===== src/rtl/index_to_rgb_symbol_tx_if.sv =====
// Symbol input stream: one colour index plus its duration per valid/ready transfer.
interface index_to_rgb_symbol_tx_if #(
    parameter int BITS_PER_AXIS = 2,
    parameter int CNT_W         = 16
);
    logic                         in_valid;
    logic                         in_ready;
    logic [3*BITS_PER_AXIS-1:0]   in_index;
    logic [CNT_W-1:0]             sym_len;

    modport master (
        output in_valid,
        output in_index,
        output sym_len,
        input  in_ready
    );

    modport slave (
        input  in_valid,
        input  in_index,
        input  sym_len,
        output in_ready
    );
endinterface


===== src/rtl/index_to_rgb_symbol_tx.sv =====
// Maps a 3-axis amplitude index onto programmable R/G/B level tables and drives the
// resulting colour for a configurable number of cycles, back-to-back when fed continuously.
module index_to_rgb_symbol_tx #(
    parameter int BITS_PER_AXIS = 2,
    parameter int OUT_W         = 8,
    parameter int CNT_W         = 16
) (
    input  logic                     clk,
    input  logic                     reset,
    index_to_rgb_symbol_tx_if.slave  sym_if,
    input  logic                     cfg_we,
    input  logic [1:0]               cfg_axis,
    input  logic [BITS_PER_AXIS-1:0] cfg_level,
    input  logic [OUT_W-1:0]         cfg_data,
    output logic [OUT_W-1:0]         R_out,
    output logic [OUT_W-1:0]         G_out,
    output logic [OUT_W-1:0]         B_out,
    output logic                     sym_active,
    output logic                     sym_start
);
    localparam int LEVELS = 1 << BITS_PER_AXIS;
    localparam logic [CNT_W-1:0] CNT_ZERO = {CNT_W{1'b0}};
    localparam logic [CNT_W-1:0] CNT_ONE  = {{(CNT_W-1){1'b0}}, 1'b1};
    localparam logic [OUT_W-1:0] OUT_ZERO = {OUT_W{1'b0}};

    typedef enum logic [0:0] {
        IDLE = 1'b0,
        HOLD = 1'b1
    } state_t;

    // Evenly spaced full-scale ramp: entry k = floor(k * (2^OUT_W - 1) / (LEVELS - 1)).
    function automatic logic [OUT_W-1:0] default_level(input int k);
        logic [63:0] full_scale;
        logic [63:0] scaled;
        full_scale = (64'd1 << OUT_W) - 64'd1;
        scaled     = (64'(k) * full_scale) / 64'(LEVELS - 1);
        return scaled[OUT_W-1:0];
    endfunction

    logic [OUT_W-1:0] tbl_red_r [LEVELS];
    logic [OUT_W-1:0] tbl_grn_r [LEVELS];
    logic [OUT_W-1:0] tbl_blu_r [LEVELS];

    state_t           state_r, state_nxt_s;
    logic [CNT_W-1:0] cnt_r, cnt_nxt_s;
    logic [OUT_W-1:0] red_r, grn_r, blu_r;
    logic [OUT_W-1:0] red_nxt_s, grn_nxt_s, blu_nxt_s;
    logic             active_r, active_nxt_s;
    logic             start_r, start_nxt_s;

    logic                     in_ready_s;
    logic                     accept_s;
    logic                     do_load_s;
    logic                     do_clear_s;
    logic [CNT_W-1:0]         len_m1_s;
    logic [BITS_PER_AXIS-1:0] lvl_red_s, lvl_grn_s, lvl_blu_s;

    assign lvl_red_s = sym_if.in_index[BITS_PER_AXIS-1:0];
    assign lvl_grn_s = sym_if.in_index[2*BITS_PER_AXIS-1:BITS_PER_AXIS];
    assign lvl_blu_s = sym_if.in_index[3*BITS_PER_AXIS-1:2*BITS_PER_AXIS];

    // Ready in IDLE or on the final HOLD cycle, so a new symbol can follow with no gap.
    assign in_ready_s    = ~reset & ((state_r == IDLE) | (cnt_r == CNT_ZERO));
    assign accept_s      = sym_if.in_valid & in_ready_s;
    assign len_m1_s      = (sym_if.sym_len == CNT_ZERO) ? CNT_ZERO : (sym_if.sym_len - CNT_ONE);
    assign sym_if.in_ready = in_ready_s;

    // Level tables: reset to the default ramp, otherwise written by the cfg port.
    always_ff @(posedge clk) begin
        if (reset) begin
            for (int k = 0; k < LEVELS; k++) begin
                tbl_red_r[k] <= default_level(k);
                tbl_grn_r[k] <= default_level(k);
                tbl_blu_r[k] <= default_level(k);
            end
        end else if (cfg_we) begin
            case (cfg_axis)
                2'd0:    tbl_red_r[cfg_level] <= cfg_data;
                2'd1:    tbl_grn_r[cfg_level] <= cfg_data;
                2'd2:    tbl_blu_r[cfg_level] <= cfg_data;
                default: begin end
            endcase
        end
    end

    // Symbol FSM next-state and output-register next values.
    always_comb begin
        state_nxt_s  = state_r;
        cnt_nxt_s    = cnt_r;
        red_nxt_s    = red_r;
        grn_nxt_s    = grn_r;
        blu_nxt_s    = blu_r;
        active_nxt_s = active_r;
        start_nxt_s  = 1'b0;
        do_load_s    = 1'b0;
        do_clear_s   = 1'b0;

        case (state_r)
            IDLE: begin
                if (accept_s) begin
                    do_load_s = 1'b1;
                end else begin
                    do_clear_s = 1'b1;
                end
            end
            HOLD: begin
                if (cnt_r != CNT_ZERO) begin
                    cnt_nxt_s = cnt_r - CNT_ONE;
                end else if (accept_s) begin
                    do_load_s = 1'b1;
                end else begin
                    do_clear_s = 1'b1;
                end
            end
            default: begin
                do_clear_s = 1'b1;
            end
        endcase

        // Colours are sampled from the tables before any same-edge table write lands.
        if (do_load_s) begin
            state_nxt_s  = HOLD;
            cnt_nxt_s    = len_m1_s;
            red_nxt_s    = tbl_red_r[lvl_red_s];
            grn_nxt_s    = tbl_grn_r[lvl_grn_s];
            blu_nxt_s    = tbl_blu_r[lvl_blu_s];
            active_nxt_s = 1'b1;
            start_nxt_s  = 1'b1;
        end else if (do_clear_s) begin
            state_nxt_s  = IDLE;
            cnt_nxt_s    = CNT_ZERO;
            red_nxt_s    = OUT_ZERO;
            grn_nxt_s    = OUT_ZERO;
            blu_nxt_s    = OUT_ZERO;
            active_nxt_s = 1'b0;
        end else begin
            start_nxt_s  = 1'b0;
        end
    end

    // State and output registers.
    always_ff @(posedge clk) begin
        if (reset) begin
            state_r  <= IDLE;
            cnt_r    <= CNT_ZERO;
            red_r    <= OUT_ZERO;
            grn_r    <= OUT_ZERO;
            blu_r    <= OUT_ZERO;
            active_r <= 1'b0;
            start_r  <= 1'b0;
        end else begin
            state_r  <= state_nxt_s;
            cnt_r    <= cnt_nxt_s;
            red_r    <= red_nxt_s;
            grn_r    <= grn_nxt_s;
            blu_r    <= blu_nxt_s;
            active_r <= active_nxt_s;
            start_r  <= start_nxt_s;
        end
    end

    assign R_out      = red_r;
    assign G_out      = grn_r;
    assign B_out      = blu_r;
    assign sym_active = active_r;
    assign sym_start  = start_r;
endmodule


===== src/flat_wrapper.sv =====
// flat-port wrapper written by rule: the top's interface ports become plain ports
module index_to_rgb_symbol_tx_flat 
#(
    parameter int BITS_PER_AXIS = 2,
    parameter int OUT_W         = 8,
    parameter int CNT_W         = 16
)
  (clk, reset, cfg_we, cfg_axis, cfg_level, cfg_data, R_out, G_out, B_out, sym_active, sym_start, sym_if_in_valid, sym_if_in_index, sym_if_sym_len, sym_if_in_ready);
  index_to_rgb_symbol_tx_if #(.BITS_PER_AXIS(BITS_PER_AXIS), .CNT_W(CNT_W)) sym_if_i ();
  input  logic clk;
  input  logic reset;
  input  logic cfg_we;
  input  logic [1:0] cfg_axis;
  input  logic [BITS_PER_AXIS-1:0] cfg_level;
  input  logic [OUT_W-1:0] cfg_data;
  output logic [OUT_W-1:0] R_out;
  output logic [OUT_W-1:0] G_out;
  output logic [OUT_W-1:0] B_out;
  output logic sym_active;
  output logic sym_start;
  input wire logic [$bits(sym_if_i.in_valid)-1:0] sym_if_in_valid;
  input wire logic [$bits(sym_if_i.in_index)-1:0] sym_if_in_index;
  input wire logic [$bits(sym_if_i.sym_len)-1:0] sym_if_sym_len;
  output wire logic [$bits(sym_if_i.in_ready)-1:0] sym_if_in_ready;
  assign sym_if_i.in_valid = sym_if_in_valid;
  assign sym_if_i.in_index = sym_if_in_index;
  assign sym_if_i.sym_len = sym_if_sym_len;
  assign sym_if_in_ready = sym_if_i.in_ready;
  index_to_rgb_symbol_tx #(.BITS_PER_AXIS(BITS_PER_AXIS), .OUT_W(OUT_W), .CNT_W(CNT_W)) u_core (.clk(clk), .reset(reset), .sym_if(sym_if_i), .cfg_we(cfg_we), .cfg_axis(cfg_axis), .cfg_level(cfg_level), .cfg_data(cfg_data), .R_out(R_out), .G_out(G_out), .B_out(B_out), .sym_active(sym_active), .sym_start(sym_start));
endmodule

===== config.mk =====
export PLATFORM = sky130hd
export DESIGN_NAME = index_to_rgb_symbol_tx_flat
export DESIGN_NICKNAME = d
export VERILOG_FILES = /design/src/rtl/index_to_rgb_symbol_tx_if.sv /design/src/rtl/index_to_rgb_symbol_tx.sv /design/src/flat_wrapper.sv
export SDC_FILE = /design/constraint.sdc
export NUM_CORES = 1
export LEC_CHECK = 0
export ABC_AREA = 1
export BUFFER_PORTS_ARGS = -buffer_cell sky130_fd_sc_hd__buf_2
export CORE_MARGIN = 3
export CORE_UTILIZATION = 38
export DETAILED_ROUTE_END_ITERATION = 8
export PLACE_DENSITY = 0.66
export SLEW_MARGIN = 20
export SYNTH_ARGS = -nofsm -noshare
export SYNTH_HDL_FRONTEND = slang
export SYNTH_SLANG_ARGS = --single-unit

===== constraint.sdc =====
create_clock -name clk -period 2.3 [get_ports clk]
set_clock_uncertainty 0.05 [all_clocks]
set_input_delay 0.345 -clock clk [delete_from_list [all_inputs] [get_ports clk]]
set_output_delay 0.345 -clock clk [all_outputs]
set_load 0.05 [all_outputs]

==> flow_metrics.py, run 1 <==
metrics = {
    "power": {
        "powerDensity_nw_per_um2": 830,
        "combPwrFrac_pct": 13.7,
        "ir_drop_mv": 0.672,
        "internal-power_w": 0.00476,
        "power_leakage_nw": 3.10,
        "switchingPower_w": 0.00173,
        "power_frac_clock_pct": 42.1,
        "p_sw_share_pct": 26.6,
        "seq_power_share_pct": 44.2,
    },
    "timing": {
        "setup_ws_ns": 0.128,
        "fin_setup_tns_ns": 0,
        "slew_violations": 0,
        "hold_viol_final": 0,
        "grt_setup_unrepaired": "no",
        "setup_viol": 0,
        "slew-limit-headroom_pct": 50.7,
        "layout_min_cycle_time_ns": 2.17,
        "clock.fmax_mhz": 460,
        "worst_pin_slew_ns": 0.734,
        "period_share_pct": 94.4,
    },
    "clock_network": {
        "cts_hold_buf": 0,
        "cts_sinks": 138,
        "cts_tree": "built",
        "cts_buffer_depth": 2,
        "clock_latency_ns": 0.43,
        "cts_htree_levels": 4,
        "path_clk_slew_ns": 0.06,
        "clockRootBuffer": "clkbuf_16",
        "numCtsBuffers": 17,
    },
    "synthesis": {
        "synth.most_common_cell": "nor2_1",
        "syn_area_per_cell_sq_um": 8.31,
        "synth_top_area_share_pct": 42.9,
        "synth.area.top_cells": "edfxtp_1 43%, dfxtp_1 13%, nor2_1 12%, nand2_1 8.3%, o21ai_0 5.6%",
        "seq_area_frac_synth_pct": 55.4,
        "syn_inst": 808,
        "synth_cell_types": 30,
        "synth_area_leader_cell": "edfxtp_1",
        "syn-num-nets": 849,
        "synth_edf_count": 96,
        "ys.flop_type": "edfxtp_1",
        "async_reset_ff_share_pct": 0,
        "yosys_warnings": 0,
        "synth_commonest_cells": "214 x nor2_1, 148 x nand2_1, 96 x edfxtp_1, 75 x o21ai_0, 54 x inv_1",
        "netlist_area_sq_um": 6720,
        "synth_seq_cells": 138,
    },
    "grt": {
        "track_usage_pct": 17.5,
        "grt_use_met1_pct": 23.0,
        "grt_overflow_total": 0,
        "grt_max_degree": 43,
        "use_met2_pct": 28.2,
        "grt_pass1_vias": 5252,
        "antenna_found_initial": 0,
        "grt_pass1_wl_mm": 26.8,
        "grtUsageMet3_pct": 4.24,
        "busiest_layer": "met2",
    },
    "worst_setup_path": {
        "crit_type": "flop to output pin",
        "start_kind": "flop",
        "crit_fanout": 5,
        "cp-end-kind": "output pin",
        "cp.required_ns": 1.90,
        "cp.arrival_ns": 1.78,
    },
    "layout": {
        "syn_to_final_growth_pct": 16.4,
        "drive_above_1_share_pct": 13.9,
        "diodes": 0,
        "fin_nets": 907,
    },
    "job": {
        "cap_violations": 0,
    },
    "hold_path": {
        "hp-class": "primary input to flop",
    },
    "detailed_routing": {
        "finalWirelength_mm": 16.6,
        "viasPerCell": 5.05,
        "wl_per_cell_um": 15.1,
        "ant_nets": 0,
        "vias": 5547,
        "route.detailed.drc": 0,
        "dr.pass1.iters": 6,
        "drtIter0Drc": 442,
    },
    "status": {
        "status": "finished, final reports clean",
    },
    "floorplanning": {
        "die-area_sq_um": 19300,
        "coreArea_sq_um": 16900,
        "ioPinCount": 65,
        "num_rows": 47,
        "start_util_pct": 39.7,
        "die_w_um": 139,
        "die_h_um": 139,
    },
    "placed_design": {
        "hpwlAfterDp_mm": 11.6,
        "preCtsSetupSlack_ns": 0.207,
        "place.gp.congestion": 0.872,
        "io_buffers": 64,
    },
}
-- kinds of logic after synthesis --
logic type,after synthesis,synth area share (%)
buf+inv,99,6.56
fa+ha+maj,3,0.559
compound gates,119,9.05
simple gates,442,27.5
flops,138,55.4
xor+xnor,7,0.913
-- worst max-delay path: stages (launching register included) --
cell     delay [ns]
dfxtp_1        0.31
inv_1          0.10
ha_2           0.21
nand2_2        0.11
nor2_4         0.14
nand2_2        0.10
nand2_8        0.07
inv_2          0.04
nor2_1         0.10
buf_6          0.17
-- registers in the layout, summed over array words and instances, names as in the netlist --
register and flops:
u_core.B_out 8, u_core.G_out 8, u_core.R_out 8, u_core.cnt_r 16, u_core.sym_active 1, u_core.sym_start 1
u_core.tbl_blu_r 32, u_core.tbl_grn_r 32, u_core.tbl_red_r 32
-- cell type report --
type,count,area (sq um)
Sequential cell,138,3720
Multi-Input combinational cell,571,2560
Tap cell,220,275
Inverter,59,221
Clock inverter,12,148
Clock buffer,20,437
Timing Repair Buffer,79,452
Fill cell,1638,9110
-- power by group through the flow --
stage	registers, W	clock network (W)	logic [W]
floorplan	0.00297	0	0.000588
global placement	0.00292	0	0.000859
detailed placement	0.00292	0	0.000869
CTS	0.00287	0.00275	0.000882
global route	0.00288	0.00289	0.000996
finish	0.00287	0.00273	0.000889
-- final timing paths --
kind	start	endpoint	slack, ns	cells past startpoint
worst max-delay path	u_core.cnt_r[0]$_SDFFE_PP0P_	sym_if_in_ready	0.13	9
worst min-delay path	cfg_data[1]	u_core.tbl_grn_r[3][1]$_DFFE_PP_	0.15	3
worst max register to register	u_core.cnt_r[0]$_SDFFE_PP0P_	u_core.G_out[6]$_SDFFE_PP0P_	0.31	10
worst min register to register	u_core.R_out[4]$_SDFFE_PP0P_	u_core.R_out[4]$_SDFFE_PP0P_	0.41	2
-- per-stage QoR --
step	area [sq um]	hold slack (ns)	total power, W	cells	util (%)
floorplan	6720	0.467	0.00356	808	-
global placement	7210	0.399	0.00378	1066	42.6
finish	7820	0.153	0.00649	1099	46.2
detailed placement	7210	0.405	0.00379	1066	42.6
CTS	7810	0.146	0.00650	1098	46.1
global route	7820	0.155	0.00676	1099	46.2
-- layout by cell type, fill, tap and decap left out, drive strengths merged, types with 7 or more instances in the layout --
cell type | Yosys | routed
nor2 | 220 | 220
a21oi | 39 | 39
dfxtp | 42 | 42
edfxtp | 96 | 96
inv | 57 | 59
nand2 | 152 | 152
clkbuf | 22 | 20
nand4 | 31 | 31
buf | 18 | 79
nand3 | 35 | 35
o21ai | 75 | 75
clkinv | 2 | 7
-- routing by layer --
layer,part of all wire [%],up-vias
li1,-,2779
met3,6.1,29
met1,44,2578
met2,47,161
met5,0,-
met4,2.4,0
-- what timing repair did --
item / in CTS / in global routing
setup buffers: 0 / 1
gates resized for setup: 2 / 2
endpoints found under the setup margin: 1 / 1
No activity file was read; power rests on OpenSTA's default activity.
==> inputs of run 2 (changes only) <==
--- a/config.mk
+++ b/config.mk
@@ -11,6 +11,7 @@
 export CORE_UTILIZATION = 38
 export DETAILED_ROUTE_END_ITERATION = 8
 export PLACE_DENSITY = 0.66
+export SETUP_SLACK_MARGIN = 0.15
 export SLEW_MARGIN = 20
 export SYNTH_ARGS = -nofsm -noshare
 export SYNTH_HDL_FRONTEND = slang
==> run 2 against run 1 <==
Compared with the run above: global-route usage increased by 0.085 points; flip-flop and latch count unchanged; highest routed layer unchanged; register-to-register slack improved by 0.17 ns; utilization increased by 0.52 points; first-iteration DRC count decreased by 1.6%; worst hold slack improved by 0.010 ns; clock power increased by 6%; sequential power about the same; non-clock buffer count unchanged; critical endpoint unchanged; wire length decreased by 0.42%; die area unchanged.
==> flow_metrics.py, run 2 (synthesized netlist as in run 1, its figures left out) <==
metrics = {
    "status": {
        "status": "finished, final reports clean",
    },
    "detailed_routing": {
        "finalWirelength_mm": 16.6,
        "vias": 5481,
        "drtIter0Drc": 435,
        "viasPerCell": 4.98,
        "ant_nets": 0,
        "route.detailed.drc": 0,
        "wl_per_cell_um": 15.0,
        "dr.pass1.iters": 5,
    },
    "timing": {
        "setup_viol": 0,
        "hold_ws_ns": 0.163,
        "hold_viol_final": 0,
        "slew_violations": 0,
        "slew-limit-headroom_pct": 60.9,
        "setup_ws_ns": 0.240,
        "clock.fmax_mhz": 485,
        "grt_setup_unrepaired": "no",
        "layout_min_cycle_time_ns": 2.06,
        "period_share_pct": 89.6,
        "worst_pin_slew_ns": 0.585,
        "fin_setup_tns_ns": 0,
    },
    "job": {
        "cap_violations": 0,
    },
    "clock_network": {
        "cts_htree_levels": 4,
        "cts_tree": "built",
        "numCtsBuffers": 17,
        "clockRootBuffer": "clkbuf_16",
        "cts_sinks": 138,
        "path_clk_slew_ns": 0.06,
        "cts_buffer_depth": 2,
        "clock_latency_ns": 0.43,
    },
    "worst_setup_path": {
        "cp.required_ns": 1.90,
        "crit_fanout": 5,
        "cp_common_cell": "nand2_4",
        "start_kind": "flop",
        "critPathSlowestCell": "dfxtp_1",
        "cp.arrival_ns": 1.66,
        "max_stage_delay_ns": 0.31,
        "cp-end-kind": "output pin",
        "crit_chain": "inv_1 > ha_4 > nand2_4 > nor2_4 > nand2_4 > nand2_8 > inv_2 > nor2_2 > buf_6",
        "crit_type": "flop to output pin",
    },
    "grt": {
        "grt_pass1_wl_mm": 26.9,
        "track_usage_pct": 17.6,
        "grt_max_degree": 44,
        "grt_pass1_vias": 5268,
        "antenna_found_initial": 0,
        "grt_overflow_total": 0,
    },
    "placed_design": {
        "io_buffers": 64,
        "place_area_sq_um": 7230,
        "hpwlAfterDp_mm": 11.7,
        "place.gp.congestion": 0.890,
        "preCtsSetupSlack_ns": 0.239,
    },
    "power": {
        "powerDensity_nw_per_um2": 843,
        "ir_drop_mv": 0.584,
        "power_leakage_nw": 3.15,
    },
    "floorplanning": {
        "ioPinCount": 65,
        "start_util_pct": 39.7,
        "coreArea_sq_um": 16900,
        "die_w_um": 139,
        "num_rows": 47,
        "die-area_sq_um": 19300,
        "die_h_um": 139,
    },
    "layout": {
        "syn_to_final_growth_pct": 17.7,
        "drive_above_1_share_pct": 14.5,
        "top_regs": "u_core.tbl_blu_r: 32 flops, u_core.tbl_grn_r: 32 flops, u_core.tbl_red_r: 32 flops",
        "mostFrequentLayoutCells": "213 x nor2_1, 148 x nand2_1, 96 x edfxtp_1, 75 x o21ai_0, 63 x buf_2",
        "fin_nets": 908,
        "finalInstanceArea_sq_um": 7910,
        "diodes": 0,
        "fillCellCount": 1660,
        "mostFrequentLayoutCell": "nor2_1",
    },
    "hold_path": {
        "hp-class": "primary input to flop",
    },
}
-- run 2: cell types whose count changed in the layout (fill, tap and decap cells not counted), moves of 2 or more --
cell	delta
o21ai_1	-3
clkinv_1	-3
nand2_2	-2
o21ai_0	+3
clkinv_4	+3
nand2_4	+3
-- run 2: worst max-delay path, delay by kind of cell, from the launching register on --
kind	cells	cell delay [ns]
adders and majority gates	1	0.17
buffers and inverters	3	0.32
DFF	1	0.31
and+or+nand+nor	5	0.44
-- run 2: path summary, 6_finish.rpt --
| check | from | to | slack [ns] | cells past startpoint |
|---|---|---|---|---|
| worst max-delay path | u_core.cnt_r[0]$_SDFFE_PP0P_ | sym_if_in_ready | 0.24 | 9 |
| worst min-delay path | cfg_data[1] | u_core.tbl_grn_r[3][1]$_DFFE_PP_ | 0.16 | 3 |
| worst max register to register | u_core.cnt_r[0]$_SDFFE_PP0P_ | u_core.cnt_r[1]$_SDFFE_PP0P_ | 0.48 | 10 |
| worst min register to register | u_core.G_out[4]$_SDFFE_PP0P_ | u_core.G_out[4]$_SDFFE_PP0P_ | 0.42 | 2 |
-- run 2: layout make-up --
cell class	instances	area, sq um	area share (%)
well taps	220	275	3.48
clock inverters	13	193	2.44
clock buffers	19	433	5.47
flip-flops and latches	138	3720	47.1
multi-input cells	572	2600	32.9
inverters	59	221	2.80
repair buffers	79	464	5.87
-- run 2: power breakdown --
group | leakage (nW) | internal, W | switching [W]
clock | 0.303 | 0.00183 | 0.00106
combinational | 1.56 | 0.000276 | 0.000634
sequential | 1.28 | 0.00280 | 0.0000689
-- run 2: routing by layer --
metal | share of wire, % | vias to the layer above | GRT usage (%) | wire [um]
met5 | 0 | - | 0 | 0
li1 | - | 2792 | - | -
met1 | 43 | 2504 | 22.1 | 7130
met4 | 1.8 | 0 | 5.97 | 292
met3 | 7.0 | 25 | 5.79 | 1170
met2 | 48 | 160 | 28.7 | 7960
-- run 2: what timing repair did --
item | 4_1_cts | 5_1_grt
buffers inserted | 1 | 0
endpoints found under the setup margin | 1 | 1
hold buffers | 0 | 0
gates cloned | 1 | 0
pin swaps | 0 | 2
hold endpoints to repair | 0 | 0
gates resized for setup | 5 | 2
-- run 2: through the flow --
stage	utilization (%)	cells	total power (W)
5_1_grt	46.7	1100	0.00695
4_1_cts	46.6	1100	0.00670
2_1_floorplan	-	808	0.00356
3_3_place_gp	42.7	1066	0.00378
3_5_place_dp	42.7	1066	0.00379
6_report	46.7	1100	0.00667
